[config.mk]
export PLATFORM = sky130hd
export DESIGN_NAME = code_comparator_flat
export DESIGN_NICKNAME = d
export VERILOG_FILES = /design/src/rtl/code_comparator_if.sv /design/src/rtl/code_comparator.sv /design/src/flat_wrapper.sv
export SDC_FILE = /design/constraint.sdc
export NUM_CORES = 1
export LEC_CHECK = 0
export ABC_AREA = 1
export CAP_MARGIN = 0
export CORE_ASPECT_RATIO = 1.2
export CORE_MARGIN = 2
export CORE_UTILIZATION = 46
export CTS_BUF_LIST = sky130_fd_sc_hd__clkbuf_16
export CTS_CLUSTER_DIAMETER = 60
export DETAILED_ROUTE_END_ITERATION = 12
export PLACE_DENSITY = 0.76
export REMOVE_ABC_BUFFERS = 1
export SLEW_MARGIN = 20
export SYNTH_ARGS = -nofsm -noshare
export SYNTH_HDL_FRONTEND = slang
export SYNTH_SLANG_ARGS = --single-unit
[constraint.sdc]
create_clock -name clk -period 1.43 [get_ports clk]
set_clock_uncertainty 0.1 [all_clocks]
set_input_delay 0.286 -clock clk [delete_from_list [all_inputs] [get_ports clk]]
set_output_delay 0.286 -clock clk [all_outputs]
set_load 0.01 [all_outputs]
[src/rtl/code_comparator_if.sv]
`default_nettype none
// ============================================================================
//  Module      : code_comparator_if
//  Description : Request/result bundle between the lock controller and the
//                code comparator. The controller side uses the master
//                modport and the comparator uses the slave modport.
//  Revision    : 1.0 - initial release
// ============================================================================
interface code_comparator_if #(
    parameter int DIGITS  = 4,
    parameter int DIGIT_W = 4,
    parameter int CNT_W   = 3,
    parameter int FAIL_W  = 2
);
    logic                        compare_start;
    logic [DIGITS*DIGIT_W-1:0]   entered_code;
    logic [CNT_W-1:0]            digit_count;
    logic [DIGITS*DIGIT_W-1:0]   stored_code;
    logic                        stored_valid;
    logic                        clear_lockout;
    logic                        comparator_done;
    logic                        match;
    logic                        busy;
    logic [FAIL_W-1:0]           fail_count;
    logic                        lockout;

    modport master (
        output compare_start,
        output entered_code,
        output digit_count,
        output stored_code,
        output stored_valid,
        output clear_lockout,
        input  comparator_done,
        input  match,
        input  busy,
        input  fail_count,
        input  lockout
    );

    modport slave (
        input  compare_start,
        input  entered_code,
        input  digit_count,
        input  stored_code,
        input  stored_valid,
        input  clear_lockout,
        output comparator_done,
        output match,
        output busy,
        output fail_count,
        output lockout
    );
endinterface
`default_nettype wire

[src/rtl/code_comparator.sv]
`default_nettype none
// ============================================================================
//  Module      : code_comparator
//  Description : Constant-time digit-by-digit comparison of the keypad code
//                against the stored password, with a consecutive-failure
//                counter and a sticky lockout flag cleared only by an admin.
//  Revision    : 1.0 - initial release
// ============================================================================
module code_comparator #(
    parameter int DIGITS    = 4,
    parameter int DIGIT_W   = 4,
    parameter int CNT_W     = 3,
    parameter int MAX_FAILS = 3,
    parameter int FAIL_W    = 2
) (
    input  logic              clk,
    input  logic              reset,
    code_comparator_if.slave  bus
);

    localparam int CODE_W = DIGITS * DIGIT_W;
    localparam int IDX_W  = (DIGITS > 1) ? $clog2(DIGITS) : 1;

    localparam logic [IDX_W-1:0]  C_LAST_IDX  = IDX_W'(DIGITS - 1);
    localparam logic [CNT_W-1:0]  C_FULL_CNT  = CNT_W'(DIGITS);
    localparam logic [FAIL_W-1:0] C_MAX_FAILS = FAIL_W'(MAX_FAILS);

    localparam logic [1:0] S_IDLE    = 2'd0;
    localparam logic [1:0] S_CHECK   = 2'd1;
    localparam logic [1:0] S_COMPARE = 2'd2;
    localparam logic [1:0] S_DONE    = 2'd3;

    // Registered state
    logic [1:0]        r_state_q;
    logic [IDX_W-1:0]  r_idx_q;
    logic              r_flag_q;
    logic              r_match_q;
    logic [FAIL_W-1:0] r_fail_q;
    logic              r_lock_q;
    logic [CODE_W-1:0] r_entered_q;
    logic [CODE_W-1:0] r_stored_q;
    logic [CNT_W-1:0]  r_count_q;
    logic              r_valid_q;

    // Next-state values
    logic [1:0]        w_state_d;
    logic [IDX_W-1:0]  w_idx_d;
    logic              w_flag_d;
    logic              w_match_d;
    logic [FAIL_W-1:0] w_fail_d;
    logic              w_lock_d;
    logic [CODE_W-1:0] w_entered_d;
    logic [CODE_W-1:0] w_stored_d;
    logic [CNT_W-1:0]  w_count_d;
    logic              w_valid_d;

    // Digit currently under comparison
    logic [DIGIT_W-1:0] w_ent_digit;
    logic [DIGIT_W-1:0] w_sto_digit;
    logic               w_digit_ne;
    logic               w_reject;

    // Select snapshot digit idx from both codes
    always_comb begin
        w_ent_digit = '0;
        w_sto_digit = '0;
        for (int i = 0; i < DIGITS; i++) begin
            if (r_idx_q == IDX_W'(i)) begin
                w_ent_digit = r_entered_q[i*DIGIT_W +: DIGIT_W];
                w_sto_digit = r_stored_q[i*DIGIT_W +: DIGIT_W];
            end
        end
    end

    assign w_digit_ne = (w_ent_digit != w_sto_digit);

    // A request is refused outright when locked, unset, or incompletely entered
    assign w_reject = r_lock_q || !r_valid_q || (r_count_q != C_FULL_CNT);

    // Comparison FSM: snapshot, pre-check, full-length compare, report
    always_comb begin
        w_state_d   = r_state_q;
        w_idx_d     = r_idx_q;
        w_flag_d    = r_flag_q;
        w_match_d   = r_match_q;
        w_entered_d = r_entered_q;
        w_stored_d  = r_stored_q;
        w_count_d   = r_count_q;
        w_valid_d   = r_valid_q;

        case (r_state_q)
            S_IDLE: begin
                if (bus.compare_start) begin
                    w_entered_d = bus.entered_code;
                    w_stored_d  = bus.stored_code;
                    w_count_d   = bus.digit_count;
                    w_valid_d   = bus.stored_valid;
                    w_match_d   = 1'b0;
                    w_state_d   = S_CHECK;
                end
            end

            S_CHECK: begin
                if (w_reject) begin
                    w_flag_d  = 1'b1;
                    w_match_d = 1'b0;
                    w_state_d = S_DONE;
                end else begin
                    w_idx_d   = '0;
                    w_flag_d  = 1'b0;
                    w_state_d = S_COMPARE;
                end
            end

            S_COMPARE: begin
                // Mismatch is sticky; every digit is visited regardless so
                // the completion time never leaks which digit was wrong.
                w_flag_d = r_flag_q | w_digit_ne;
                if (r_idx_q == C_LAST_IDX) begin
                    w_match_d = !(r_flag_q | w_digit_ne);
                    w_state_d = S_DONE;
                end else begin
                    w_idx_d = r_idx_q + IDX_W'(1);
                end
            end

            S_DONE: begin
                w_state_d = S_IDLE;
            end

            default: begin
                w_state_d = S_IDLE;
            end
        endcase
    end

    // Failure counter and lockout, updated as DONE is left; admin clear wins
    always_comb begin
        w_fail_d = r_fail_q;
        w_lock_d = r_lock_q;

        if (r_state_q == S_DONE) begin
            if (r_match_q) begin
                w_fail_d = '0;
            end else if (!r_lock_q) begin
                if (r_fail_q != C_MAX_FAILS) begin
                    w_fail_d = r_fail_q + FAIL_W'(1);
                end
                if (w_fail_d == C_MAX_FAILS) begin
                    w_lock_d = 1'b1;
                end
            end
        end

        if (bus.clear_lockout) begin
            w_fail_d = '0;
            w_lock_d = 1'b0;
        end
    end

    // State registers with asynchronous active-low reset
    always_ff @(posedge clk or negedge reset) begin
        if (!reset) begin
            r_state_q   <= S_IDLE;
            r_idx_q     <= '0;
            r_flag_q    <= 1'b0;
            r_match_q   <= 1'b0;
            r_fail_q    <= '0;
            r_lock_q    <= 1'b0;
            r_entered_q <= '0;
            r_stored_q  <= '0;
            r_count_q   <= '0;
            r_valid_q   <= 1'b0;
        end else begin
            r_state_q   <= w_state_d;
            r_idx_q     <= w_idx_d;
            r_flag_q    <= w_flag_d;
            r_match_q   <= w_match_d;
            r_fail_q    <= w_fail_d;
            r_lock_q    <= w_lock_d;
            r_entered_q <= w_entered_d;
            r_stored_q  <= w_stored_d;
            r_count_q   <= w_count_d;
            r_valid_q   <= w_valid_d;
        end
    end

    assign bus.comparator_done = (r_state_q == S_DONE);
    assign bus.busy            = (r_state_q != S_IDLE);
    assign bus.match           = r_match_q;
    assign bus.fail_count      = r_fail_q;
    assign bus.lockout         = r_lock_q;

endmodule
`default_nettype wire

[src/flat_wrapper.sv]
// flat-port wrapper written by rule: the top's interface ports become plain ports
module code_comparator_flat 
#(
    parameter int DIGITS    = 4,
    parameter int DIGIT_W   = 4,
    parameter int CNT_W     = 3,
    parameter int MAX_FAILS = 3,
    parameter int FAIL_W    = 2
)
  (clk, reset, bus_compare_start, bus_entered_code, bus_digit_count, bus_stored_code, bus_stored_valid, bus_clear_lockout, bus_comparator_done, bus_match, bus_busy, bus_fail_count, bus_lockout);
  code_comparator_if #(.DIGITS(DIGITS), .DIGIT_W(DIGIT_W), .CNT_W(CNT_W), .FAIL_W(FAIL_W)) bus_i ();
  input  logic clk;
  input  logic reset;
  input wire logic [$bits(bus_i.compare_start)-1:0] bus_compare_start;
  input wire logic [$bits(bus_i.entered_code)-1:0] bus_entered_code;
  input wire logic [$bits(bus_i.digit_count)-1:0] bus_digit_count;
  input wire logic [$bits(bus_i.stored_code)-1:0] bus_stored_code;
  input wire logic [$bits(bus_i.stored_valid)-1:0] bus_stored_valid;
  input wire logic [$bits(bus_i.clear_lockout)-1:0] bus_clear_lockout;
  output wire logic [$bits(bus_i.comparator_done)-1:0] bus_comparator_done;
  output wire logic [$bits(bus_i.match)-1:0] bus_match;
  output wire logic [$bits(bus_i.busy)-1:0] bus_busy;
  output wire logic [$bits(bus_i.fail_count)-1:0] bus_fail_count;
  output wire logic [$bits(bus_i.lockout)-1:0] bus_lockout;
  assign bus_i.compare_start = bus_compare_start;
  assign bus_i.entered_code = bus_entered_code;
  assign bus_i.digit_count = bus_digit_count;
  assign bus_i.stored_code = bus_stored_code;
  assign bus_i.stored_valid = bus_stored_valid;
  assign bus_i.clear_lockout = bus_clear_lockout;
  assign bus_comparator_done = bus_i.comparator_done;
  assign bus_match = bus_i.match;
  assign bus_busy = bus_i.busy;
  assign bus_fail_count = bus_i.fail_count;
  assign bus_lockout = bus_i.lockout;
  code_comparator #(.DIGITS(DIGITS), .DIGIT_W(DIGIT_W), .CNT_W(CNT_W), .MAX_FAILS(MAX_FAILS), .FAIL_W(FAIL_W)) u_core (.clk(clk), .reset(reset), .bus(bus_i));
endmodule
==> results.json, run 1 <==
{
  "timing.rr.start": "u_core.r_state_q[0]",
  "setup_viol": 46,
  "comb_power_share_pct": 56.3,
  "cp_data_required_time_ns": 1.50,
  "syn_inst": 232,
  "root_buffer": "clkbuf_16",
  "met3_length_um": 276,
  "layout_commonest_cell": "dfrtp_1",
  "grt_pass1_vias": 2164,
  "min-delay-start": "u_core.r_flag_q",
  "synth_top_flop_cell": "dfrtp_1",
  "worstPathMaxFanout": 3,
  "power_density_mw_per_mm2": 2260,
  "ys_async_sr_fraction_pct": 100,
  "grt_max_degree": 46,
  "synth_edf_count": 0,
  "worst_slew_margin_rel_pct": 81.9,
  "std_cell_rows": 27,
  "area_delta_synth_final_pct": 77.2,
  "p_clk_share_pct": 16.8,
  "crit_start": "u_core.r_state_q[0]",
  "utilization_pct": 84.5,
  "drive_gt1_share_pct": 43.1,
  "cpMostUsedCell": "nand2_1",
  "r2r_slack_ns": -0.30,
  "sw_frac_of_total_pct": 37.6,
  "critPathMaxStageDelay_ns": 0.40,
  "path_cells": "inv_2, buf_4, ha_4, buf_4, nand2_1, a21oi_1, nand2_1, nand2_1, nand2_1",
  "switching_power_w": 0.00328,
  "dr_wl_met2_um": 3870,
  "cp-start-kind": "flip-flop",
  "ys_ff_latch": 45,
  "hold_viol_final": 0,
  "firstDrtPassIters": 4,
  "cts_made_buffers": 5,
  "crit_type": "flip-flop to flip-flop",
  "setup_slack_ns": -0.297,
  "vias": 2092,
  "port_buffers": 45,
  "ys_seq_area_share_pct": 51.8,
  "wl_met1_um": 2620,
  "clock_latency_ns": 0.28,
  "synthDistinctLibCells": 21,
  "tightest_slew_ns": 0.270,
  "finalMaxSlewViolations": 0,
  "fp.dieW_um": 66.8,
  "die_area_sq_mm": 0.00530,
  "fmaxAchievable_ghz": 0.579,
  "cts_tree": "built",
  "p_seq_share_pct": 26.9,
  "antenna_found_initial": 0,
  "h-tree-depth": 2,
  "core_sq_mm": 0.00456,
  "start_util_pct": 47.7,
  "nets": 375,
  "arrival_ns": 1.80,
  "synth_area_sq_mm": 0.00217,
  "leakagePower_nw": 1.78,
  "finalCriticalPeriod_ns": 1.73,
  "wirelength_um": 7160,
  "die_y_um": 79.3,
  "clock_sinks": 45,
  "grt_pass1_wl_um": 9890,
  "layout_common_cells": "dfrtp_1 (45), clkdlybuf4s50_1 (38), nand2_1 (27)",
  "rsz0062_at_grt": "yes",
  "via_per_inst": 5.43,
  "min_period_over_period_pct": 121,
  "ant_nets": 0,
  "nFillCells": 200,
  "post_drt_wl_per_cell_um": 18.6,
  "hold_class": "flip-flop to flip-flop",
  "cp_slowest_cell": "dfrtp_1",
  "worstSetupEndpointType": "flip-flop",
  "syn_avg_cell_area_sq_um": 9.37,
  "io_pins": 46,
  "ys.warnings.count": 0,
  "hpwl_um": 3090,
  "failed_checks": "setup timing",
  "max-vdd-ir-drop_v": 0.00163,
  "drtIter0Drc": 168,
  "gp_congestion": 0.751,
  "cts_buffer_depth": 2,
  "drc": 0,
  "tns_ns": -8.06,
  "grt_usage_pct": 25.2,
  "cap_violations": 0,
  "overflow": 0,
  "cts.clk_slew.worst_paths_ns": 0.06,
  "outcome": "finished with violations",
  "highest_layer": "met4",
  "p_int_w": 0.00543,
  "num_antenna_cells": 0
}
==> cell families after synthesis <==
kind of cell | count (synthesis) | share of synthesized area, %
muxes | 20 | 10.4
and+or+nand+nor | 76 | 14.4
adders and majority gates | 9 | 5.18
buffers and inverters | 38 | 6.73
xor gates and xnor gates | 5 | 2.01
AOI/OAI and AO/OA | 39 | 9.49
DFF | 45 | 51.8
==> sequential cells by signal, summed over array words and instances, names as in the netlist <==
| name | count |
|---|---|
| u_core.r_stored_q | 16 |
| u_core.bus.fail_count | 2 |
| u_core.r_idx_q | 2 |
| u_core.bus.match | 1 |
| u_core.r_valid_q | 1 |
| u_core.bus.lockout | 1 |
| u_core.r_state_q | 2 |
| u_core.r_count_q | 3 |
| u_core.r_flag_q | 1 |
| u_core.r_entered_q | 16 |
==> timing repair <==
| action | in CTS | in global routing |
|---|---|---|
| setup buffers | 13 | 7 |
| setup endpoints to repair | 42 | 46 |
| gates resized for setup | 97 | 52 |
| hold endpoints to repair | 45 | 0 |
| pin swaps | 15 | 28 |
| gates cloned | 5 | 0 |
| hold buffers | 1 | 0 |
==> through the flow <==
stage	total power (W)	instances	hold WS [ns]	cell area [sq um]	setup WS, ns
after floorplan	0.00393	227	-0.110	2150	-0.409
final	0.00871	385	0.405	3850	-0.297
after global routing	0.00910	385	0.422	3850	-0.334
after detailed placement	0.00503	352	0.181	2890	-0.189
after CTS	0.00772	379	0.402	3630	-0.165
after global placement	0.00489	352	0.181	2890	-0.156
==> power by group through the flow <==
stage          registers [W]  clock network, W  logic [W]
3_3_place_gp         0.00223                 0    0.00266
2_1_floorplan        0.00221                 0    0.00172
4_1_cts              0.00226           0.00147    0.00399
5_1_grt              0.00239           0.00154    0.00517
3_5_place_dp         0.00227                 0    0.00276
6_report             0.00234           0.00146    0.00491
==> critical path: cells and delay by family (launching register included) <==
family	cells	cell delay, ns
AOI/OAI and AO/OA	1	0.23
DFF	1	0.40
adders and majority gates	1	0.17
and+or+nand+nor	4	0.34
buffers and inverters	3	0.38
==> cell type report <==
class                      instances  area [sq um]  area share [%]
timing repair buffer              92          1030            26.8
clock buffer                       5           125            3.25
sequential                        45          1130            29.2
clock inverter                     3          65.1            1.69
tap                               58          72.6            1.88
inverter                          33           124            3.22
multi-input combinational        149          1310            33.9
==> per-layer routing <==
| layer | vias to the layer above | track usage (%) |
|---|---|---|
| met5 | - | 0 |
| met4 | 0 | 14.9 |
| met3 | 30 | 3.82 |
| met2 | 88 | 45.2 |
| met1 | 1041 | 27.5 |
| li1 | 933 | - |
==> cells in the mapped netlist (2+ instances only) <==
library cell  instances  share of area [%]
mux2_2               20                 10
clkbuf_1              2               0.35
nand3_1               6                1.4
ha_1                  9                5.2
inv_1                33                5.7
xnor2_1               5                2.0
nand2_1              32                5.5
dfrtp_1              45                 52
buf_2                 3               0.69
a21oi_1              22                5.1
o21ai_0              13                3.0
nor2_1               33                5.7
==> path summary, 6_finish.rpt <==
path,cells after the start,to
worst min register to register,2,u_core.r_flag_q
worst max register to register,9,u_core.r_flag_q
min in group asynchronous,3,u_core.r_stored_q[6]
worst min-delay path,2,u_core.r_flag_q
max in group asynchronous,3,u_core.bus.fail_count[0]
worst max-delay path,9,u_core.r_flag_q
Power figures use the tool's default switching activity.
==> inputs of run 2 (changes only) <==
Settings changed: ABC_CLOCK_PERIOD_IN_PS set to 1430, SETUP_SLACK_MARGIN set to 0.2.
==> run 2 against run 1 <==
Compared with the run above: the flow still finishes with violations (setup timing); power grew 0.74%; wire length grew 3.9%; combinational power grew 0.8%; die area is the same; register-to-register slack gained 0.098 ns.
==> results.json, run 2 (synthesized netlist as in run 1, its figures left out) <==
{
  "outcome": "finished with violations",
  "failed_checks": "setup timing",
  "setup_slack_ns": -0.198,
  "die_area_sq_mm": 0.00530,
  "clock_sinks": 45,
  "leakagePower_nw": 1.82,
  "pre_cts_slack_ns": -0.189,
  "ant_nets": 0,
  "grt_max_degree": 46,
  "worstPathMaxFanout": 4,
  "cts_made_buffers": 5,
  "final_area_sq_mm": 0.00387,
  "hold_class": "input pin to async pin",
  "grt_usage_pct": 23.8,
  "num_antenna_cells": 0,
  "area.sequential_sq_mm": 0.00113,
  "via_per_inst": 5.29,
  "rsz0062_at_grt": "yes",
  "setup_viol": 43,
  "multi_input_area_sq_mm": 0.00136,
  "tightest_slew_ns": 0.324,
  "layout_common_cells": "dfrtp_1 (45), clkdlybuf4s50_1 (38), inv_1 (26), nand2_1 (26), mux2_4 (20)",
  "start_util_pct": 47.7,
  "arrival_ns": 1.74,
  "tns_ns": -6.26,
  "cp-start-kind": "flip-flop",
  "hold_viol_final": 0,
  "overflow": 0,
  "drive_gt1_share_pct": 44.3,
  "h-tree-depth": 2,
  "fp.dieW_um": 66.8,
  "min_period_over_period_pct": 114,
  "power_density_mw_per_mm2": 2270,
  "nets": 375,
  "wirelength_um": 7440,
  "cap_violations": 0,
  "antenna_found_initial": 0,
  "cp_data_required_time_ns": 1.54,
  "place_area_sq_mm": 0.00289,
  "io_pins": 46,
  "post_drt_wl_per_cell_um": 19.3,
  "cts.clk_slew.worst_paths_ns": 0.06,
  "utilization_pct": 84.9,
  "reg_top3": "u_core.r_entered_q x16, u_core.r_stored_q x16, u_core.r_count_q x3",
  "area_delta_synth_final_pct": 78.1,
  "cts_tree": "built",
  "finalMaxSlewViolations": 0,
  "die_y_um": 79.3,
  "max-vdd-ir-drop_v": 0.00145,
  "root_buffer": "clkbuf_16",
  "vias": 2038,
  "grt_pass1_wl_um": 9350,
  "gp_congestion": 0.751,
  "hpwl_um": 3090,
  "layout_commonest_cell": "dfrtp_1",
  "nFillCells": 211,
  "std_cell_rows": 27,
  "fmaxAchievable_ghz": 0.614,
  "clock_latency_ns": 0.29,
  "worstSetupEndpointType": "flip-flop",
  "drtIter0Drc": 184,
  "grt_pass1_vias": 2038,
  "drc": 0,
  "crit_type": "flip-flop to flip-flop",
  "finalCriticalPeriod_ns": 1.63,
  "port_buffers": 45,
  "firstDrtPassIters": 6,
  "core_sq_mm": 0.00456,
  "worst_slew_margin_rel_pct": 78.2,
  "cts_buffer_depth": 2
}
run 2: worst max-delay path, stage by stage (launching register included):
cell	delay, ns
dfrtp_1	0.40
inv_2	0.08
buf_4	0.14
buf_6	0.12
ha_4	0.17
nand2_2	0.08
nand2_2	0.07
a21oi_4	0.18
nand3_1	0.11
o21ai_1	0.10
run 2: metal layers:
layer / global-route usage [%] / wire length (um)
met3: 5.24 / 208
met1: 24.8 / 2840
met5: 0 / 0
met2: 43.4 / 4100
met4: 12.4 / 288
run 2: timing repair:
item	CTS	global route
setup buffers	13	6
gates cloned	1	4
gates resized for setup	100	67
endpoints found under the setup margin	50	48
hold buffers	1	0
pin swaps	5	16
hold endpoints to repair	45	0
run 2: cell type report:
type / count / area share [%]
clock buffers: 5 / 3.23
flip-flops and latches: 45 / 29.1
inverters: 33 / 3.20
clock inverters: 3 / 1.68
well taps: 58 / 1.87
repair buffers: 92 / 26.0
multi-input cells: 149 / 35.0
run 2: metrics by stage:
step,hold WS [ns],std cells,total power [W]
after detailed placement,0.181,352,0.00503
final,0.411,385,0.00878
after global routing,0.422,385,0.00917
after global placement,0.181,352,0.00489
after CTS,0.410,375,0.00745
after floorplan,-0.110,227,0.00393
run 2: report_power, final:
| group | total, W | internal [W] | switching, W |
|---|---|---|---|
| sequential | 0.00236 | 0.00189 | 0.000467 |
| combinational | 0.00495 | 0.00255 | 0.00240 |
| clock | 0.00147 | 0.000997 | 0.000470 |
run 2: final timing paths:
check,start,slack (ns),endpoint,cells after the start
worst min register to register,u_core.r_entered_q[11],0.43,u_core.r_entered_q[11],1
worst max-delay path,u_core.r_state_q[1],-0.20,u_core.r_idx_q[1],9
worst min-delay path,reset,0.41,u_core.r_entered_q[4],3
worst max register to register,u_core.r_state_q[1],-0.20,u_core.r_idx_q[1],9
min in group clk,u_core.r_entered_q[11],0.43,u_core.r_entered_q[11],1
max in group asynchronous,reset,0.62,u_core.r_valid_q,3
==> edit, RTL diff (flow settings as in run 2) <==
`FAIL_W` is set to 2 in 3 places; all go to 4.
--- a/src/rtl/code_comparator_if.sv
+++ b/src/rtl/code_comparator_if.sv
@@ -11,5 +11,5 @@
     parameter int DIGIT_W = 4,
     parameter int CNT_W   = 3,
-    parameter int FAIL_W  = 2
+    parameter int FAIL_W  = 4
 );
     logic                        compare_start;
--- a/src/rtl/code_comparator.sv
+++ b/src/rtl/code_comparator.sv
@@ -12,5 +12,5 @@
     parameter int CNT_W     = 3,
     parameter int MAX_FAILS = 3,
-    parameter int FAIL_W    = 2
+    parameter int FAIL_W    = 4
 ) (
     input  logic              clk,
--- a/src/flat_wrapper.sv
+++ b/src/flat_wrapper.sv
@@ -6,5 +6,5 @@
     parameter int CNT_W     = 3,
     parameter int MAX_FAILS = 3,
-    parameter int FAIL_W    = 2
+    parameter int FAIL_W    = 4
 )
   (clk, reset, bus_compare_start, bus_entered_code, bus_digit_count, bus_stored_code, bus_stored_valid, bus_clear_lockout, bus_comparator_done, bus_match, bus_busy, bus_fail_count, bus_lockout);
Ports: changed (resized bus_fail_count); port bits go from 46 to 48. No check against the original RTL was run, so the function may have changed too.
==> edit against run 2 <==
- the run still ends with negative setup slack left
- sequential cell count rose by 2
- total power down 4.9%
- non-clock buffer count fell by 1
- count of clock-buffer cells in the layout is the same
- utilization decreased by 5.9 points
- synthesized cell count is 2.2% higher
- synthesized area grew 7.1%
- final area barely moved
- sequential share of layout area increased by 1.3 points
- hold slack improved by 2.8 ps
- setup slack better by 8.7 ps
- wire length decreased by 16%
- largest power group unchanged
==> edit: results (changes against run 2) <==
Power
  – Lkg Pwr: 1.82 nW (+0.12%)
  – Peak supply drop: 0.00119 V (-18%)

Synth
  – Synth area leaders: dfrtp_1 50%, mux2_2 12%, ha_1 5.4%, inv_1 5.3%, nand2_1 4.7%
  – Synth cell types: 22 (+4.8%)
  – Share of synthesized flip-flops with an asynchronous set or reset: 100% (unchanged)
  – Synth cell count leaders: 47 x dfrtp_1, 33 x inv_1, 29 x nand2_1, 28 x nor2_1, 25 x mux2_2
  – Seq/Total Area, Yosys: 50.5% (-1.3 points)
  – Synth warn: 0 (unchanged)
  – Share of the synthesized area in the top cell type: 50.5% (-1.3 points)

Critical path
  – Crit-path max FO: 4 (unchanged)
  – R2R depth: 11 (+2)
  – WP data arrival: 1690 ps (-50 ps)
  – RR Startpoint: u_core.r_idx_q[0]$_DFFE_PN0P_
  – FF-to-FF End: u_core.bus.match$_DFFE_PN0P_

Min path
  – Type of the tightest min-delay check: primary input to asynchronous set/reset pin

Final layout
  – Fillers: 259 (+23%)
  – Layout cell share with drive strength beyond 1: 41.4% (-3.0 points)
  – Layout Nets: 380 (+1.3%)
  – # diodes: 0 (unchanged)

CTS
  – CTS Buffer Depth: 2 (unchanged)
  – Worst skew pair latency: 280 ps
  – H-tree depth: 2 (unchanged)
  – Root Buffer: clkbuf_16

Timing
  – Worst slew pin tran: 363 ps (+38.8 ps)
  – Worst hold slack: 414 ps (+2.81 ps)
  – Final setup viols: 47 (+9.3%)
  – Final setup margin: -190 ps (+8.65 ps)

Global route
  – First-pass GRT wire length: 9230 um (-1.3%)
  – Initial antenna violation count: 0 (unchanged)
  – Global-route usage over all layers: 22.3% (-1.5 points)
  – Largest net degree at the start of global routing: 48 (+4.3%)

Route
  – DR iter-0 viols: 100 (-46%)
  – Routed length per placed instance: 16.0 um (-17%)
  – Via Count: 1984 (-2.6%)
  – Drt pass-1 iters: 4 (-2)

Placed design
  – GPL Wtd Cong: 0.806 (+7.2%)
  – Setup Slack @ Placement: -220 ps (-31.3 ps)
  – HPWL after DPL: 3340 um (+8.3%)
  – Port bufs: 47 (+4.4%)

Run status
  – Violated checks: negative setup slack
  – Run status: finished, violations left
[edit: cell count changes in the layout (fill, tap and decap cells not counted), sizes merged, moves of 3 or more]
cell	change
clkbuf	-4
o22ai	+3
nor2	-4
nand2	-3
buf	+3
mux2	+5
a21oi	-7
xor2	+4
[edit: kinds of logic (layout without fill, tap and decap cells)]
family	after synthesis	in the layout	share of synthesized area [%]
buf+inv	38	132	6.93
fa+ha+maj	10	10	5.37
flops	47	47	50.5
mux	25	25	12.1
simple gates	72	72	12.9
xor+xnor	9	9	3.38
compound gates	36	36	8.86
[edit: timing repair]
item,CTS,global route
pin swaps,9,16
setup endpoints to repair,55,52
setup buffers,7,8
resized for setup,127,37
hold buffers,1,0
endpoints found under the hold margin,47,0
cloned,3,0
[edit: metal layers]
layer / track usage (%) / wire [um] / vias up
met5: 0 / 0 / -
met4: 8.43 / 87 / 0
met3: 4.25 / 171 / 6
met2: 37.7 / 3360 / 37
met1: 27.9 / 2620 / 983
li1: - / - / 958
[edit: power breakdown]
part	internal, mW	leakage, nW	switching, mW
combinational	2.56	1.18	2.07
sequential	1.97	0.555	0.458
clock	0.815	0.0812	0.474
total	5.34	1.82	3.00
[edit: layout make-up]
cell class,instances,share of cell area [%]
Clock buffer,5,3.23
Multi-Input combinational cell,152,35.2
Tap cell,60,1.94
Timing Repair Buffer,91,25.0
Clock inverter,3,1.00
Inverter,33,3.32
Sequential cell,47,30.4
[edit: stage by stage]
stage | std cells | setup TNS [ps] | cell area [um2]
2_1_floorplan | 232 | -24950 | 2290
3_3_place_gp | 364 | -6480 | 3050
3_5_place_dp | 364 | -7800 | 3050
4_1_cts | 383 | -1890 | 3680
5_1_grt | 391 | -7090 | 3880
6_report | 391 | -4660 | 3880
[edit: critical path, stage by stage, from the launching register on]
cell     delay (ps)
dfrtp_2         450
inv_2           100
ha_4            160
o21ai_1          60
nor2_1          130
nor2_2           50
nand2_1          90
nand3_1          90
nand2_1          80
nand2_2          70
nand3_2          70
nand2_1          60
[edit: worst max-delay path by stage]
| stage | from | endpoint | slack (ps) | cells after the start |
|---|---|---|---|---|
| finish | u_core.r_idx_q[0]$_DFFE_PN0P_ | u_core.bus.match$_DFFE_PN0P_ | -190 | 11 |
| global route | u_core.r_idx_q[0]$_DFFE_PN0P_ | u_core.bus.match$_DFFE_PN0P_ | -260 | 11 |
| CTS | u_core.r_idx_q[0]$_DFFE_PN0P_ | u_core.bus.match$_DFFE_PN0P_ | -70 | 11 |
| detailed placement | bus_compare_start | u_core.r_entered_q[0]$_DFFE_PN0P_ | -220 | 4 |
| global placement | bus_compare_start | u_core.r_entered_q[1]$_DFFE_PN0P_ | -180 | 4 |
| floorplan | u_core.r_state_q[0]$_DFFE_PN0P_ | u_core.r_count_q[0]$_DFFE_PN0P_ | -760 | 4 |
